## config.mk

```make
export PLATFORM = sky130hd
export DESIGN_NAME = regfile_write_arbiter
export DESIGN_NICKNAME = d
export VERILOG_FILES = /design/src/rtl/regfile_ctrl_pkg.sv /design/src/rtl/regfile_write_arbiter_rr_arbiter.sv /design/src/rtl/regfile_write_arbiter.sv
export SDC_FILE = /design/constraint.sdc
export NUM_CORES = 1
export LEC_CHECK = 0
export CAP_MARGIN = 25
export CORE_MARGIN = 4
export CORE_UTILIZATION = 30
export DETAILED_ROUTE_END_ITERATION = 6
export HOLD_SLACK_MARGIN = 0.05
export SLEW_MARGIN = 30
export SYNTH_ARGS = -nofsm -noshare
export SYNTH_HDL_FRONTEND = slang
export SYNTH_SLANG_ARGS = --single-unit
```

## constraint.sdc

```tcl
create_clock -name clk -period 1.99 [get_ports clk]
set_clock_uncertainty 0.1 [all_clocks]
set_input_delay 0.398 -clock clk [delete_from_list [all_inputs] [get_ports clk]]
set_output_delay 0.398 -clock clk [all_outputs]
set_load 0.005 [all_outputs]
```

## src/rtl/regfile_ctrl_pkg.sv

```systemverilog
// Shared types and default widths for the register-file write-port controller.
//   ST_CLEAR / ST_ARB : controller states
//   RF_AW, RF_DW      : address / data widths of the register file write port
//   RF_DEPTH          : number of entries walked by a hardware clear
package regfile_ctrl_pkg;

    localparam int unsigned RF_AW    = 5;
    localparam int unsigned RF_DW    = 32;
    localparam int unsigned RF_DEPTH = 4;

    typedef enum logic {
        ST_CLEAR = 1'b0,
        ST_ARB   = 1'b1
    } state_t;

endpackage

```

## src/rtl/regfile_write_arbiter_rr_arbiter.sv

```systemverilog
// Combinational round-robin arbiter.
//   req       in  : per-requester request vector
//   ptr       in  : index of the highest-priority requester this cycle
//   enable    in  : when low, no grant is issued
//   grant     out : one-hot grant (all zero when nothing is granted)
//   grant_idx out : encoded index of the granted requester
module rr_arbiter #(
    parameter int unsigned NREQ = 2,
    localparam int unsigned PW  = (NREQ > 1) ? $clog2(NREQ) : 1
) (
    input  logic [NREQ-1:0] req,
    input  logic [PW-1:0]   ptr,
    input  logic            enable,
    output logic [NREQ-1:0] grant,
    output logic [PW-1:0]   grant_idx
);

    logic          found;
    logic [PW-1:0] idx;

    // Scan upward from ptr with wrap; the first valid requester wins.
    always_comb begin
        grant     = '0;
        grant_idx = '0;
        found     = 1'b0;
        idx       = '0;
        for (int unsigned k = 0; k < NREQ; k++) begin
            idx = PW'((32'(ptr) + k) % NREQ);
            if (enable && !found && req[idx]) begin
                grant[idx] = 1'b1;
                grant_idx  = idx;
                found      = 1'b1;
            end
        end
    end

endmodule

```

## src/rtl/regfile_write_arbiter.sv

```systemverilog
// Shares the register file write port among NREQ requesters (round robin,
// valid/ready) and sequences a zero-fill clear after reset and on demand.
//   clk, reset           : clock, asynchronous active-low reset
//   req_valid/addr/data  : packed per-requester write requests
//   req_ready            : one-hot grant (combinational)
//   clear_start          : pulse requesting a full clear (ignored while clearing)
//   busy                 : high while clearing
//   regWrite/address3/writeData : registered register-file write port
module regfile_write_arbiter
    import regfile_ctrl_pkg::*;
#(
    parameter int unsigned NREQ  = 2,
    parameter int unsigned DEPTH = RF_DEPTH,
    parameter int unsigned AW    = RF_AW,
    parameter int unsigned DW    = RF_DW
) (
    input  logic             clk,
    input  logic             reset,
    input  logic [NREQ-1:0]  req_valid,
    input  logic [NREQ*AW-1:0] req_addr,
    input  logic [NREQ*DW-1:0] req_data,
    output logic [NREQ-1:0]  req_ready,
    input  logic             clear_start,
    output logic             busy,
    output logic             regWrite,
    output logic [AW-1:0]    address3,
    output logic [DW-1:0]    writeData
);

    localparam int unsigned PW = (NREQ > 1) ? $clog2(NREQ) : 1;
    localparam int unsigned CW = (DEPTH > 1) ? $clog2(DEPTH) : 1;

    state_t        state_q, state_d;
    logic [CW-1:0] cnt_q, cnt_d;
    logic [PW-1:0] ptr_q, ptr_d;
    logic          we_q, we_d;
    logic [AW-1:0] addr_q, addr_d;
    logic [DW-1:0] data_q, data_d;
    logic          busy_q, busy_d;

    logic            arb_en_c;
    logic [NREQ-1:0] grant;
    logic [PW-1:0]   grant_idx;

    // A clear request pre-empts any grant in the same cycle.
    assign arb_en_c = (state_q == ST_ARB) && !clear_start;

    rr_arbiter #(.NREQ(NREQ)) u_rr_arbiter (
        .req       (req_valid),
        .ptr       (ptr_q),
        .enable    (arb_en_c),
        .grant     (grant),
        .grant_idx (grant_idx)
    );

    // Next-state, clear sequencing and write-port selection.
    always_comb begin
        state_d = state_q;
        cnt_d   = cnt_q;
        ptr_d   = ptr_q;
        we_d    = 1'b0;
        addr_d  = addr_q;
        data_d  = data_q;
        case (state_q)
            ST_CLEAR: begin
                we_d   = 1'b1;
                addr_d = AW'(cnt_q);
                data_d = '0;
                if (cnt_q == CW'(DEPTH - 1)) begin
                    cnt_d   = '0;
                    state_d = ST_ARB;
                end else begin
                    cnt_d = CW'(cnt_q + 1'b1);
                end
            end
            ST_ARB: begin
                if (clear_start) begin
                    state_d = ST_CLEAR;
                    cnt_d   = '0;
                end else if (|grant) begin
                    we_d   = 1'b1;
                    addr_d = req_addr[32'(grant_idx)*AW +: AW];
                    data_d = req_data[32'(grant_idx)*DW +: DW];
                    ptr_d  = (grant_idx == PW'(NREQ - 1)) ? '0 : PW'(grant_idx + 1'b1);
                end
            end
            default: state_d = ST_CLEAR;
        endcase
        busy_d = (state_d == ST_CLEAR);
    end

    // State and write-port registers.
    always_ff @(posedge clk or negedge reset) begin
        if (!reset) begin
            state_q <= ST_CLEAR;
            cnt_q   <= '0;
            ptr_q   <= '0;
            we_q    <= 1'b0;
            addr_q  <= '0;
            data_q  <= '0;
            busy_q  <= 1'b1;
        end else begin
            state_q <= state_d;
            cnt_q   <= cnt_d;
            ptr_q   <= ptr_d;
            we_q    <= we_d;
            addr_q  <= addr_d;
            data_q  <= data_d;
            busy_q  <= busy_d;
        end
    end

    assign req_ready = grant;
    assign busy      = busy_q;
    assign regWrite  = we_q;
    assign address3  = addr_q;
    assign writeData = data_q;

endmodule

```

==> impl_metrics.csv <==
group,metric,value,unit
sta,hold_viol_final,0,
global_route,gr-total-overflow,0,
worst_setup_path,path_cells,"clkdlybuf4s50_1, buf_4, nor2b_4, and3_1, clkdlybuf4s15_1",
power_and_ir_drop,ir_worst_vdd,0.000748,V
yosys,syn_inst,251,
clock_tree,clkSlewWorstSetupHoldPaths,0.08,ns
hold_path,holdPathStages,2,
clock_tree,cts_root_buf,"clkbuf_8",
power_and_ir_drop,power_density,1100,mW/mm^2
job,max_cap_viol_count,0,
global_route,grt_pass1_vias,2482,
layout,layout-drive-gt1-share,9.29,%
worst_setup_path,cp_top_family,"buffers and inverters",
outcome,status,"completed",
layout,num_antenna_cells,0,
route,vias,2488,
sta,setup_viol,0,
worst_setup_path,cp-end-kind,"output pin",
global_route,grt_max_degree,39,
yosys,syn_nets,331,
clock_tree,numCtsBuffers,5,
worst_setup_path,path_buf_inv,3,
clock_tree,cts_tree,"done",
yosys,syn-cell-area,0.00229,mm^2
route,drc,0,
route,first_pass_iters,4,
floorplanning,coreArea,0.00733,mm^2
worst_setup_path,crit_slowest_cell,"clkdlybuf4s50_1",
worst_setup_path,critical_path_peak_fanout,2,
yosys,synth_seq_cells,43,
hold_path,min_path_type,"flip-flop to flip-flop",
place,numPortBuffers,119,
global_route,track_usage,17.5,%
worst_setup_path,cp.required,1.49,ns
floorplanning,die-width,95.3,um
layout,areaGrowthSynthToFinish,65.3,%
layout,final_common_cell,"clkdlybuf4s50_1",
route,drt_iter0_drc,104,
global_route,grt_first_pass_wirelength,12.6,mm
yosys,synth_seq_area_share,47.1,%
clock_tree,htreeDepth,2,
floorplanning,io_pins,120,
route,wl_per_cell,17.0,um
route,drt-vias-per-instance,5.35,
sta,max_freq,517,MHz
floorplanning,die_height,95.3,um
sta,rsz0062_at_grt,"no",
worst_setup_path,crit_cells,5,
sta,period_share,97.2,%
route,wl,7.91,mm
floorplanning,num_rows,31,
sta,timing.hold.ws,0.463,ns
global_route,antenna_found_initial,0,
worst_setup_path,cpPeakStageDelay,0.41,ns
place,hpwl,5.45,mm
clock_tree,clockBufferDepth,2,
yosys,avgSynthCellArea,9.11,um^2
clock_tree,clk_latency,0.29,ns
layout,fill_cells,648,
sta,tightest_slew,0.461,ns
sta,report.final.slew_viol_count,0,
layout,final_cell_mix,"115 x clkdlybuf4s50_1, 42 x dfrtp_1, 38 x o21ai_0",
layout,fin_area,0.00378,mm^2
floorplanning,start_util,31.2,%
sta,slew_headroom,69.3,%
layout,final_nets,445,
worst_setup_path,path_class,"input port to output pin",
place,place_congestion,0.772,
place,dpl_cell_area,0.00365,mm^2
worst_setup_path,crit_arrival,1.44,ns
floorplanning,die_area,0.00908,mm^2
worst_setup_path,ff2ff_path_depth,5,
sta,min_period,1.93,ns
yosys,post_synth_num_cell_types,29,
clock_tree,cts.sinks,43,
power_and_ir_drop,p_leak,1.51,nW
route,final_antenna_net_count,0,
worst_setup_path,cp-start-kind,"input port",
yosys,ys_warn_count,0,
[final timing paths]
check	start	end	slack, ns
worst min-delay path	cnt_q[1]$_DFFE_PN0P_	cnt_q[1]$_DFFE_PN0P_	0.46
worst max-delay path	clear_start	req_ready[0]	0.06
worst max register to register	state_q$_DFF_PN0_	address3[2]$_DFFE_PN0P_	0.30
min in group asynchronous	reset	writeData[23]$_DFFE_PN0P_	0.48
max in group asynchronous	reset	busy$_DFF_PN1_	0.72
worst min register to register	cnt_q[1]$_DFFE_PN0P_	cnt_q[1]$_DFFE_PN0P_	0.46
[cells in the mapped netlist]
| library cell | count | area share (%) |
|---|---|---|
| a2bb2oi_1 | 1 | 0.38 |
| buf_1 | 4 | 0.66 |
| buf_2 | 7 | 1.5 |
| a221oi_1 | 1 | 0.38 |
| clkbuf_1 | 17 | 2.8 |
| or2_1 | 1 | 0.27 |
| buf_6 | 5 | 2.5 |
| a21o_1 | 1 | 0.33 |
| nand3_1 | 36 | 7.9 |
| nor2_1 | 2 | 0.33 |
| and2_4 | 1 | 0.38 |
| a21boi_0 | 1 | 0.33 |
| o21ai_1 | 1 | 0.22 |
| nor3_1 | 1 | 0.22 |
| o31a_1 | 1 | 0.38 |
| ha_1 | 1 | 0.55 |
| and3_1 | 1 | 0.27 |
| inv_1 | 4 | 0.66 |
| dfstp_2 | 1 | 1.1 |
| o21bai_1 | 1 | 0.33 |
| dfrtp_1 | 42 | 46 |
| or3_1 | 1 | 0.27 |
| o21ai_0 | 38 | 8.3 |
| nor2b_1 | 3 | 0.82 |
| a22oi_1 | 35 | 11 |
| nand2b_1 | 2 | 0.55 |
| o22ai_1 | 1 | 0.27 |
| nand2_1 | 4 | 0.66 |
| a31oi_1 | 37 | 10 |
[cell type report]
cell class                      count  area [um^2]  share of cell area (%)
Clock buffer                        6         82.6                    2.19
Multi-Input combinational cell    171         1040                    27.5
Clock inverter                      2         35.0                   0.927
Sequential cell                    43         1080                    28.5
Tap cell                           99          124                    3.28
Timing Repair Buffer              140         1410                    37.2
Inverter                            4         15.0                   0.397
[flip-flops by register name (all words and copies together), names as in the netlist]
signal and flops:
cnt_q 2, state_q 1, busy 1, writeData 32, address3 5, regWrite 1, ptr_q 1
[power breakdown]
part | switching (W) | total, W | internal [W] | leakage, nW
combinational | 0.000885 | 0.00202 | 0.00113 | 0.890
sequential | 0.000207 | 0.00143 | 0.00122 | 0.556
clock | 0.000303 | 0.000710 | 0.000407 | 0.0612
[kinds of logic after synthesis]
group	Yosys count	share of synthesized area (%)
adders and majority gates	1	0.547
DFF	43	47.1
AOI/OAI and AO/OA	118	32.6
buffers and inverters	37	8.10
and+or+nand+nor	52	11.7
[timing repair]
| action | 4_1_cts | 5_1_grt |
|---|---|---|
| hold endpoints to repair | 17 | 0 |
| pin swaps | 0 | 0 |
| endpoints found under the setup margin | 2 | 1 |
| resized for setup | 4 | 1 |
| hold buffers | 1 | 0 |
| setup buffers | 0 | 0 |
[metal layers]
metal,track usage (%),share of wire (%)
met1,24.5,45
met2,27.5,45
met3,4.66,9.3
met4,2.88,0.42
met5,0,0
[metrics by stage]
stage                     util (%)  TNS [ns]  worst slack [ns]  power, W  instances
after floorplan                  -         0             0.431   0.00234        251
after global placement        49.8     -6.54            -0.262   0.00347        456
after detailed placement      49.8     -7.36            -0.250   0.00349        456
after CTS                     51.5         0            0.0324   0.00422        465
after global routing          51.5         0            0.0180   0.00447        465
final                         51.5         0            0.0562   0.00416        465
[worst min-delay path, cell delays in order, from the launching register on]
cell	delay (ns)
dfrtp_1	0.40
nand2_1	0.07
o22ai_1	0.06
(Power assumes the default switching activity.)
